`config.mk`:
```
export PLATFORM = sky130hd
export DESIGN_NAME = vga_pixel_fetch_flat
export DESIGN_NICKNAME = d
export VERILOG_FILES = /design/src/rtl/vga_pixel_fetch_pkg.sv /design/src/rtl/vga_pixel_fetch_if.sv /design/src/rtl/vga_pixel_fetch_sync_delay_line.sv /design/src/rtl/vga_pixel_fetch.sv /design/src/flat_wrapper.sv
export SDC_FILE = /design/constraint.sdc
export NUM_CORES = 1
export LEC_CHECK = 0
export BUFFER_PORTS_ARGS = -buffer_cell sky130_fd_sc_hd__buf_4
export CORE_UTILIZATION = 45
export DETAILED_ROUTE_END_ITERATION = 8
export GPL_ROUTABILITY_DRIVEN = 0
export HOLD_SLACK_MARGIN = 0.08
export PLACE_DENSITY_LB_ADDON = 0.05
export RECOVER_POWER = 100
export SYNTH_ARGS = -nofsm -noshare
export SYNTH_HDL_FRONTEND = slang
export SYNTH_SLANG_ARGS = --single-unit
```
`constraint.sdc`:
```
create_clock -name pclk -period 2.6 [get_ports pclk]
set_clock_uncertainty 0.2 [all_clocks]
set_input_delay 0.13 -clock pclk [delete_from_list [all_inputs] [get_ports pclk]]
set_output_delay 0.13 -clock pclk [all_outputs]
set_load 0.05 [all_outputs]
```
`src/rtl/vga_pixel_fetch_pkg.sv`:
```
// Shared constants and types for the camera-to-VGA path (capture, timing, fetch).
package vga_pixel_fetch_pkg;

    localparam int RGB_W      = 12;   // RGB444
    localparam int FB_W_DEF   = 320;
    localparam int FB_H_DEF   = 240;
    localparam int ADDR_W_DEF = 17;
    localparam int CNT_W      = 10;   // x/y counter width from the timing generator

    // VGA syncs are active-low; the idle level is what the delay taps reset to.
    localparam logic SYNC_ACTIVE = 1'b0;
    localparam logic SYNC_IDLE   = ~SYNC_ACTIVE;

    typedef logic [RGB_W-1:0] rgb_t;

    // Control bits that travel alongside the BRAM read so they line up with rd_data.
    typedef struct packed {
        logic hsync;
        logic vsync;
        logic de;
        logic in_fb;
    } align_t;

    localparam align_t ALIGN_RST = '{hsync: SYNC_IDLE, vsync: SYNC_IDLE, de: 1'b0, in_fb: 1'b0};

endpackage

```
`src/rtl/vga_pixel_fetch_if.sv`:
```
// Framebuffer read port: the fetch block is the master, the BRAM the slave.
// Read semantics: no handshake -- when rd_en is high the BRAM returns the word at
// rd_addr on rd_data a fixed RD_LAT cycles later; there is no backpressure.
interface vga_pixel_fetch_if #(
    parameter int ADDR_W = 17
) ();
    logic              rd_en;
    logic [ADDR_W:0]   rd_addr;   // {buffer half, pixel index}
    logic [11:0]       rd_data;   // RGB444

    modport master (output rd_en, output rd_addr, input rd_data);
    modport slave  (input rd_en, input rd_addr, output rd_data);
endinterface

```
`src/rtl/vga_pixel_fetch_sync_delay_line.sv`:
```
// Fixed-depth shift register with a per-bit reset value, used to align syncs and
// qualifiers with the BRAM read latency.
module sync_delay_line #(
    parameter int           W       = 4,
    parameter int           DEPTH   = 2,
    parameter logic [W-1:0] RST_VAL = '0
) (
    input  logic         clk,
    input  logic         rst,
    input  logic [W-1:0] d,
    output logic [W-1:0] q
);

    logic [W-1:0] taps [DEPTH];

    // Shift one tap per clock; reset loads every tap with the idle pattern.
    always_ff @(posedge clk or posedge rst) begin
        if (rst) begin
            for (int i = 0; i < DEPTH; i++) begin
                taps[i] <= RST_VAL;
            end
        end else begin
            taps[0] <= d;
            for (int i = 1; i < DEPTH; i++) begin
                taps[i] <= taps[i-1];
            end
        end
    end

    assign q = taps[DEPTH-1];

endmodule

```
`src/rtl/vga_pixel_fetch.sv`:
```
// Pixel fetch: maps VGA x/y onto the (upscaled) camera framebuffer, issues BRAM reads
// and re-aligns syncs/data-enable with the returned colour. Total latency RD_LAT+2.
module vga_pixel_fetch
    import vga_pixel_fetch_pkg::*;
#(
    parameter int   FB_W     = FB_W_DEF,
    parameter int   FB_H     = FB_H_DEF,
    parameter int   SCALE_SH = 1,
    parameter int   ADDR_W   = ADDR_W_DEF,
    parameter int   RD_LAT   = 1,
    parameter rgb_t BORDER   = 12'h000
) (
    input  logic             pclk,
    input  logic             rst,
    input  logic [CNT_W-1:0] x,
    input  logic [CNT_W-1:0] y,
    input  logic             video_on,
    input  logic             hsync,
    input  logic             vsync,
    input  logic             buf_sel,
    vga_pixel_fetch_if.master fb,
    output logic [3:0]       vga_r,
    output logic [3:0]       vga_g,
    output logic [3:0]       vga_b,
    output logic             hsync_o,
    output logic             vsync_o,
    output logic             de_o
);

    // Stage 0 register plus the delay line make up the full RD_LAT+2 latency.
    localparam int DLY_DEPTH = RD_LAT + 1;

    localparam logic [ADDR_W-1:0] FB_W_A = ADDR_W'(FB_W);
    localparam logic [CNT_W:0]    FB_W_C = (CNT_W + 1)'(FB_W);
    localparam logic [CNT_W:0]    FB_H_C = (CNT_W + 1)'(FB_H);
    localparam logic [CNT_W-1:0]  Y_MASK = CNT_W'((1 << SCALE_SH) - 1);

    logic [CNT_W-1:0]  x_q, y_q;
    logic              video_on_q, hsync_q, vsync_q;
    logic              buf_q;
    logic [ADDR_W-1:0] row_base;
    logic [CNT_W-1:0]  col, row;
    logic              in_fb;
    logic [ADDR_W-1:0] pix_idx;
    align_t            align_in, align_out;
    rgb_t              rgb;

    // Stage 0: register timing inputs; the displayed buffer half only switches at frame start.
    always_ff @(posedge pclk or posedge rst) begin
        if (rst) begin
            x_q        <= '0;
            y_q        <= '0;
            video_on_q <= 1'b0;
            hsync_q    <= SYNC_IDLE;
            vsync_q    <= SYNC_IDLE;
            buf_q      <= 1'b0;
        end else begin
            x_q        <= x;
            y_q        <= y;
            video_on_q <= video_on;
            hsync_q    <= hsync;
            vsync_q    <= vsync;
            if (x == '0 && y == '0) begin
                buf_q <= buf_sel;
            end
        end
    end

    // Row start index, stepped by one framebuffer line every 2^SCALE_SH display lines.
    // Updated from the raw counters so it is ready when the same x==0 reaches stage 1.
    always_ff @(posedge pclk or posedge rst) begin
        if (rst) begin
            row_base <= '0;
        end else if (x == '0) begin
            if (y == '0) begin
                row_base <= '0;
            end else if ((y & Y_MASK) == '0) begin
                row_base <= row_base + FB_W_A;
            end
        end
    end

    assign col     = x_q >> SCALE_SH;
    assign row     = y_q >> SCALE_SH;
    assign in_fb   = video_on_q && ({1'b0, col} < FB_W_C) && ({1'b0, row} < FB_H_C);
    assign pix_idx = row_base + ADDR_W'(col);

    // Stage 1: issue the BRAM read; the address holds while no read is requested.
    always_ff @(posedge pclk or posedge rst) begin
        if (rst) begin
            fb.rd_en   <= 1'b0;
            fb.rd_addr <= '0;
        end else begin
            fb.rd_en <= in_fb;
            if (in_fb) begin
                fb.rd_addr <= {buf_q, pix_idx};
            end
        end
    end

    assign align_in = '{hsync: hsync_q, vsync: vsync_q, de: video_on_q, in_fb: in_fb};

    sync_delay_line #(
        .W       ($bits(align_t)),
        .DEPTH   (DLY_DEPTH),
        .RST_VAL (ALIGN_RST)
    ) u_align (
        .clk (pclk),
        .rst (rst),
        .d   (align_in),
        .q   (align_out)
    );

    // Colour select: BRAM data inside the picture, border outside it, black in blanking.
    always_comb begin
        rgb = '0;
        if (align_out.de) begin
            rgb = align_out.in_fb ? fb.rd_data : BORDER;
        end
    end

    assign vga_r   = rgb[11:8];
    assign vga_g   = rgb[7:4];
    assign vga_b   = rgb[3:0];
    assign hsync_o = align_out.hsync;
    assign vsync_o = align_out.vsync;
    assign de_o    = align_out.de;

endmodule

```
`src/flat_wrapper.sv`:
```
// flat-port wrapper written by rule: the top's interface ports become plain ports
module vga_pixel_fetch_flat import vga_pixel_fetch_pkg::*;
#(
    parameter int   FB_W     = FB_W_DEF,
    parameter int   FB_H     = FB_H_DEF,
    parameter int   SCALE_SH = 1,
    parameter int   ADDR_W   = ADDR_W_DEF,
    parameter int   RD_LAT   = 1,
    parameter rgb_t BORDER   = 12'h000
)
  (pclk, rst, x, y, video_on, hsync, vsync, buf_sel, vga_r, vga_g, vga_b, hsync_o, vsync_o, de_o, fb_rd_en, fb_rd_addr, fb_rd_data);
  vga_pixel_fetch_if #(.ADDR_W(ADDR_W)) fb_i ();
  input  logic pclk;
  input  logic rst;
  input  logic [CNT_W-1:0] x;
  input  logic [CNT_W-1:0] y;
  input  logic video_on;
  input  logic hsync;
  input  logic vsync;
  input  logic buf_sel;
  output logic [3:0] vga_r;
  output logic [3:0] vga_g;
  output logic [3:0] vga_b;
  output logic hsync_o;
  output logic vsync_o;
  output logic de_o;
  output wire logic [$bits(fb_i.rd_en)-1:0] fb_rd_en;
  output wire logic [$bits(fb_i.rd_addr)-1:0] fb_rd_addr;
  input wire logic [$bits(fb_i.rd_data)-1:0] fb_rd_data;
  assign fb_rd_en = fb_i.rd_en;
  assign fb_rd_addr = fb_i.rd_addr;
  assign fb_i.rd_data = fb_rd_data;
  vga_pixel_fetch #(.FB_W(FB_W), .FB_H(FB_H), .SCALE_SH(SCALE_SH), .ADDR_W(ADDR_W), .RD_LAT(RD_LAT), .BORDER(BORDER)) u_core (.pclk(pclk), .rst(rst), .x(x), .y(y), .video_on(video_on), .hsync(hsync), .vsync(vsync), .buf_sel(buf_sel), .fb(fb_i), .vga_r(vga_r), .vga_g(vga_g), .vga_b(vga_b), .hsync_o(hsync_o), .vsync_o(vsync_o), .de_o(de_o));
endmodule
```
==> parameters.txt <==
Parameter                              Value

Synthesis
  Post-synth net total    243
  Number of instances in the synthesized netlist    201
  Avg Cell Area, Syn    11.1 sq um
  Area of the mapped netlist    0.00223 sq mm
  Cell variety after synth    30
  Synth Warn #    0
  Register bit count reported by yosys    55
  Sequential fraction of the synthesis area    61.9%

Setup path
  Critical path required time    2.64 ns
  Worst Reg-to-Reg Cells    7
  Sort of element at the start of the critical path    input port
  Arrival time at the worst endpoint    2.21 ns
  Worst setup EP type    register
  R2R Path Start    u_core.row_base[7]$_DFFE_PP0P_
  Worst-path fanout max    9
  Endpoint of the most critical register-to-register path    u_core.fb.rd_addr[14]$_DFFE_PP0P_
  CP Class    input port to register
  Register-to-register path setup slack    0.48 ns

Routing
  Total detailed-routing wirelength    4620 um
  Count of nets left with antenna violations after detail routing    0
  DR vias    1738
  First DRT Iteration DRCs    69
  First drt pass iteration count    4
  Number of vias per cell    4.74
  Drc violations    0
  Detailed-route wire length per cell    12.6 um

Hold path
  Launch point of the worst hold path    y[2]
  Hold Path Sink    u_core.row_base[7]$_DFFE_PP0P_
  Number of instances on the worst hold path    5
  Worst hold path class    input port to register

STA
  Peak clock frequency supported by timing    460 MHz
  Max-slew violations    0
  Relative slew slack    24.7%
  Slew at the pin closest to its max-slew limit    1.13 ns
  Final-report setup violation count    0
  RSZ-0062 raised after global routing    no
  Final Hold Viols    0
  Total negative slack    0 ns
  Clock period minus final worst setup slack    2.17 ns
  Period utilisation layout    83.6%

Clocking
  TritonCTS buffer count    5
  Insertion delay of the later-clocked pin in the worst-skew pair    0.30 ns
  CTS tree    yes
  Number of buffers inserted by post-CTS setup repair    0
  Clock transition time at the flip-flop clock pins of the worst setup and hold paths    0.09 ns
  Clock net sink count    55
  Root buffer cell    clkbuf_8
  Maximum buffer depth of the clock tree    2
  Post-CTS sizing    0
  Maximum level of the CTS H-tree    2

GRT
  Vias in the first global route    1633
  Largest net degree at the start of global routing    26
  Gr usage total    19.5%
  Overflow after GRT    0
  Wire length of the first global-routing pass    7580 um
  Antenna violations before repair    0

Placement
  Port Buffers    71
  # placed instances    338
  Half-perimeter wire length after placement    3290 um

Layout
  Layout-stage area growth over the synthesis result    33.4%
  Number of nets in the finished design    341
  Commonest non-fill, non-tap cell in the layout    dfrtp_1
  Antenna diode instance count    0
  Final standard cell count with taps included and fillers excluded    367
  Share of final-layout standard cells stronger than drive strength 1    15.7%
  Leading cell types in the layout, fill and taps excluded    dfrtp_1 (49), clkbuf_1 (48), nand2_1 (41), dlygate4sd3_1 (21), buf_4 (20)

Floorplan
  Horiz. Die Dim    72.5 um
  Die boundary height    72.5 um
  DIE AREA    0.00525 sq mm
  IO Pins    72
  Starting Density    47.0%
  Number of rows created at floorplan    25
  Floorplan Core Area    0.00475 sq mm

Pwr
  Fraction of power spent switching nets    28.8%
  Leakage component of the power    1.35 nW
  Int Power    1.17 mW
  Switching power of the nets    0.476 mW
  Share of power burned in the clock network    27.3%
  Sequential power share    56.1%
  Comb power frac    16.6%
  Power density of the placed cells    553 mW/mm^2
  Max rail drop VDD    0.000317 V
  Final Power    1.65 mW

Status
  Status    complete, no violations

Flow run
  Maximum Capacitance Violations    0
-- layer usage --
layer	global-route usage (%)	part of all wire, %	routed length, um
met1	25.6	47	2180
met3	4.31	6.5	302
met2	31.8	45	2070
met5	0	0	0
met4	7.84	1.5	68
-- worst max-delay path, cell delays in order --
cell and delay (ns):
dlygate4sd3_1 0.54, clkbuf_1 0.14, nor4_4 0.41, nand4b_4 0.19, or2_0 0.30, or3_1 0.35, a21oi_1 0.14
-- cell usage after synthesis (all sizes together) --
| library cell | number | area share [%] |
|---|---|---|
| nand3 | 4 | 0.90 |
| o21ai | 19 | 4.3 |
| or3 | 5 | 1.4 |
| xnor2 | 11 | 4.3 |
| nor3b | 2 | 0.67 |
| a21o | 1 | 0.34 |
| nor2 | 11 | 2.0 |
| nor4 | 6 | 3.0 |
| dfrtp | 49 | 55 |
| xor2 | 3 | 1.2 |
| and3 | 12 | 3.4 |
| nand2b | 1 | 0.28 |
| clkbuf | 6 | 1.0 |
| dfstp | 6 | 7.1 |
| nor2b | 1 | 0.28 |
| a21oi | 7 | 1.6 |
| nor3 | 1 | 0.22 |
| nand2 | 41 | 6.9 |
| inv | 1 | 0.17 |
| nand4b | 2 | 1.5 |
| ha | 4 | 2.2 |
| mux2 | 1 | 0.50 |
| or2 | 2 | 0.67 |
| nand4 | 3 | 0.84 |
| and4 | 1 | 0.39 |
| clkinv | 1 | 0.17 |
-- how the worst max path moves through the flow --
| stage | startpoint | endpoint | slack [ns] | cells after the start |
|---|---|---|---|---|
| after global routing | u_core.row_base[7]$_DFFE_PP0P_ | u_core.fb.rd_addr[14]$_DFFE_PP0P_ | 0.24 | 7 |
| final | x[2] | u_core.row_base[16]$_DFFE_PP0P_ | 0.43 | 7 |
| after floorplan | u_core.row_base[7]$_DFFE_PP0P_ | u_core.fb.rd_addr[12]$_DFFE_PP0P_ | 0.65 | 6 |
| after global placement | x[1] | u_core.row_base[16]$_DFFE_PP0P_ | 0.68 | 6 |
| after detailed placement | x[1] | u_core.row_base[16]$_DFFE_PP0P_ | 0.68 | 6 |
| after CTS | x[1] | u_core.row_base[8]$_DFFE_PP0P_ | 0.13 | 7 |
-- power by group through the flow --
stage,clock network [mW],logic (mW),registers [mW]
3_3_place_gp,0,0.285,0.943
3_5_place_dp,0,0.288,0.943
4_1_cts,0.469,0.314,0.927
5_1_grt,0.496,0.297,0.931
2_1_floorplan,0,0.0690,1.04
6_report,0.450,0.274,0.926
-- layout make-up --
| class | count | area (sq um) |
|---|---|---|
| clock buffers | 6 | 72.6 |
| clock inverters | 2 | 12.5 |
| fillers | 452 | 1770 |
| inverters | 2 | 7.51 |
| multi-input cells | 138 | 816 |
| flip-flops and latches | 55 | 1380 |
| well taps | 67 | 83.8 |
| repair buffers | 97 | 604 |
-- metrics by stage --
| step | utilization [%] | setup slack (ns) | cell area, sq um | hold slack [ns] |
|---|---|---|---|---|
| 2_1_floorplan | - | 0.648 | 2230 | -0.0655 |
| 3_3_place_gp | 60.3 | 0.684 | 2870 | -0.115 |
| 3_5_place_dp | 60.3 | 0.675 | 2870 | -0.108 |
| 4_1_cts | 66.7 | 0.132 | 3170 | 0.107 |
| 5_1_grt | 62.7 | 0.245 | 2980 | 0.160 |
| 6_report | 62.7 | 0.427 | 2980 | 0.0975 |
-- registers in the layout, summed over array words and instances, names as in the netlist --
name,cells
u_core.vsync_q,1
u_core.y_q,5
u_core.u_align.taps,4
u_core.x_q,9
u_core.video_on_q,1
u_core.hsync_q,1
u_core.buf_q,1
u_core.u_align.q,4
u_core.row_base,11
u_core.fb.rd_addr,18
-- what timing repair did --
action / CTS / global route
hold buffers: 22 / 0
endpoints found under the setup margin: 0 / 1
hold endpoints to repair: 76 / 0
-- logic make-up after synthesis --
logic type	synth area share, %
adder cells (fa/ha/maj)	2.24
XOR/XNOR	5.49
AND/OR/NAND/NOR	22.3
AO/OA/AOI/OAI	6.16
flip-flops	61.9
buffers and inverters	1.34
multiplexers	0.504
Note: power is estimated with default switching activity, not from simulation.
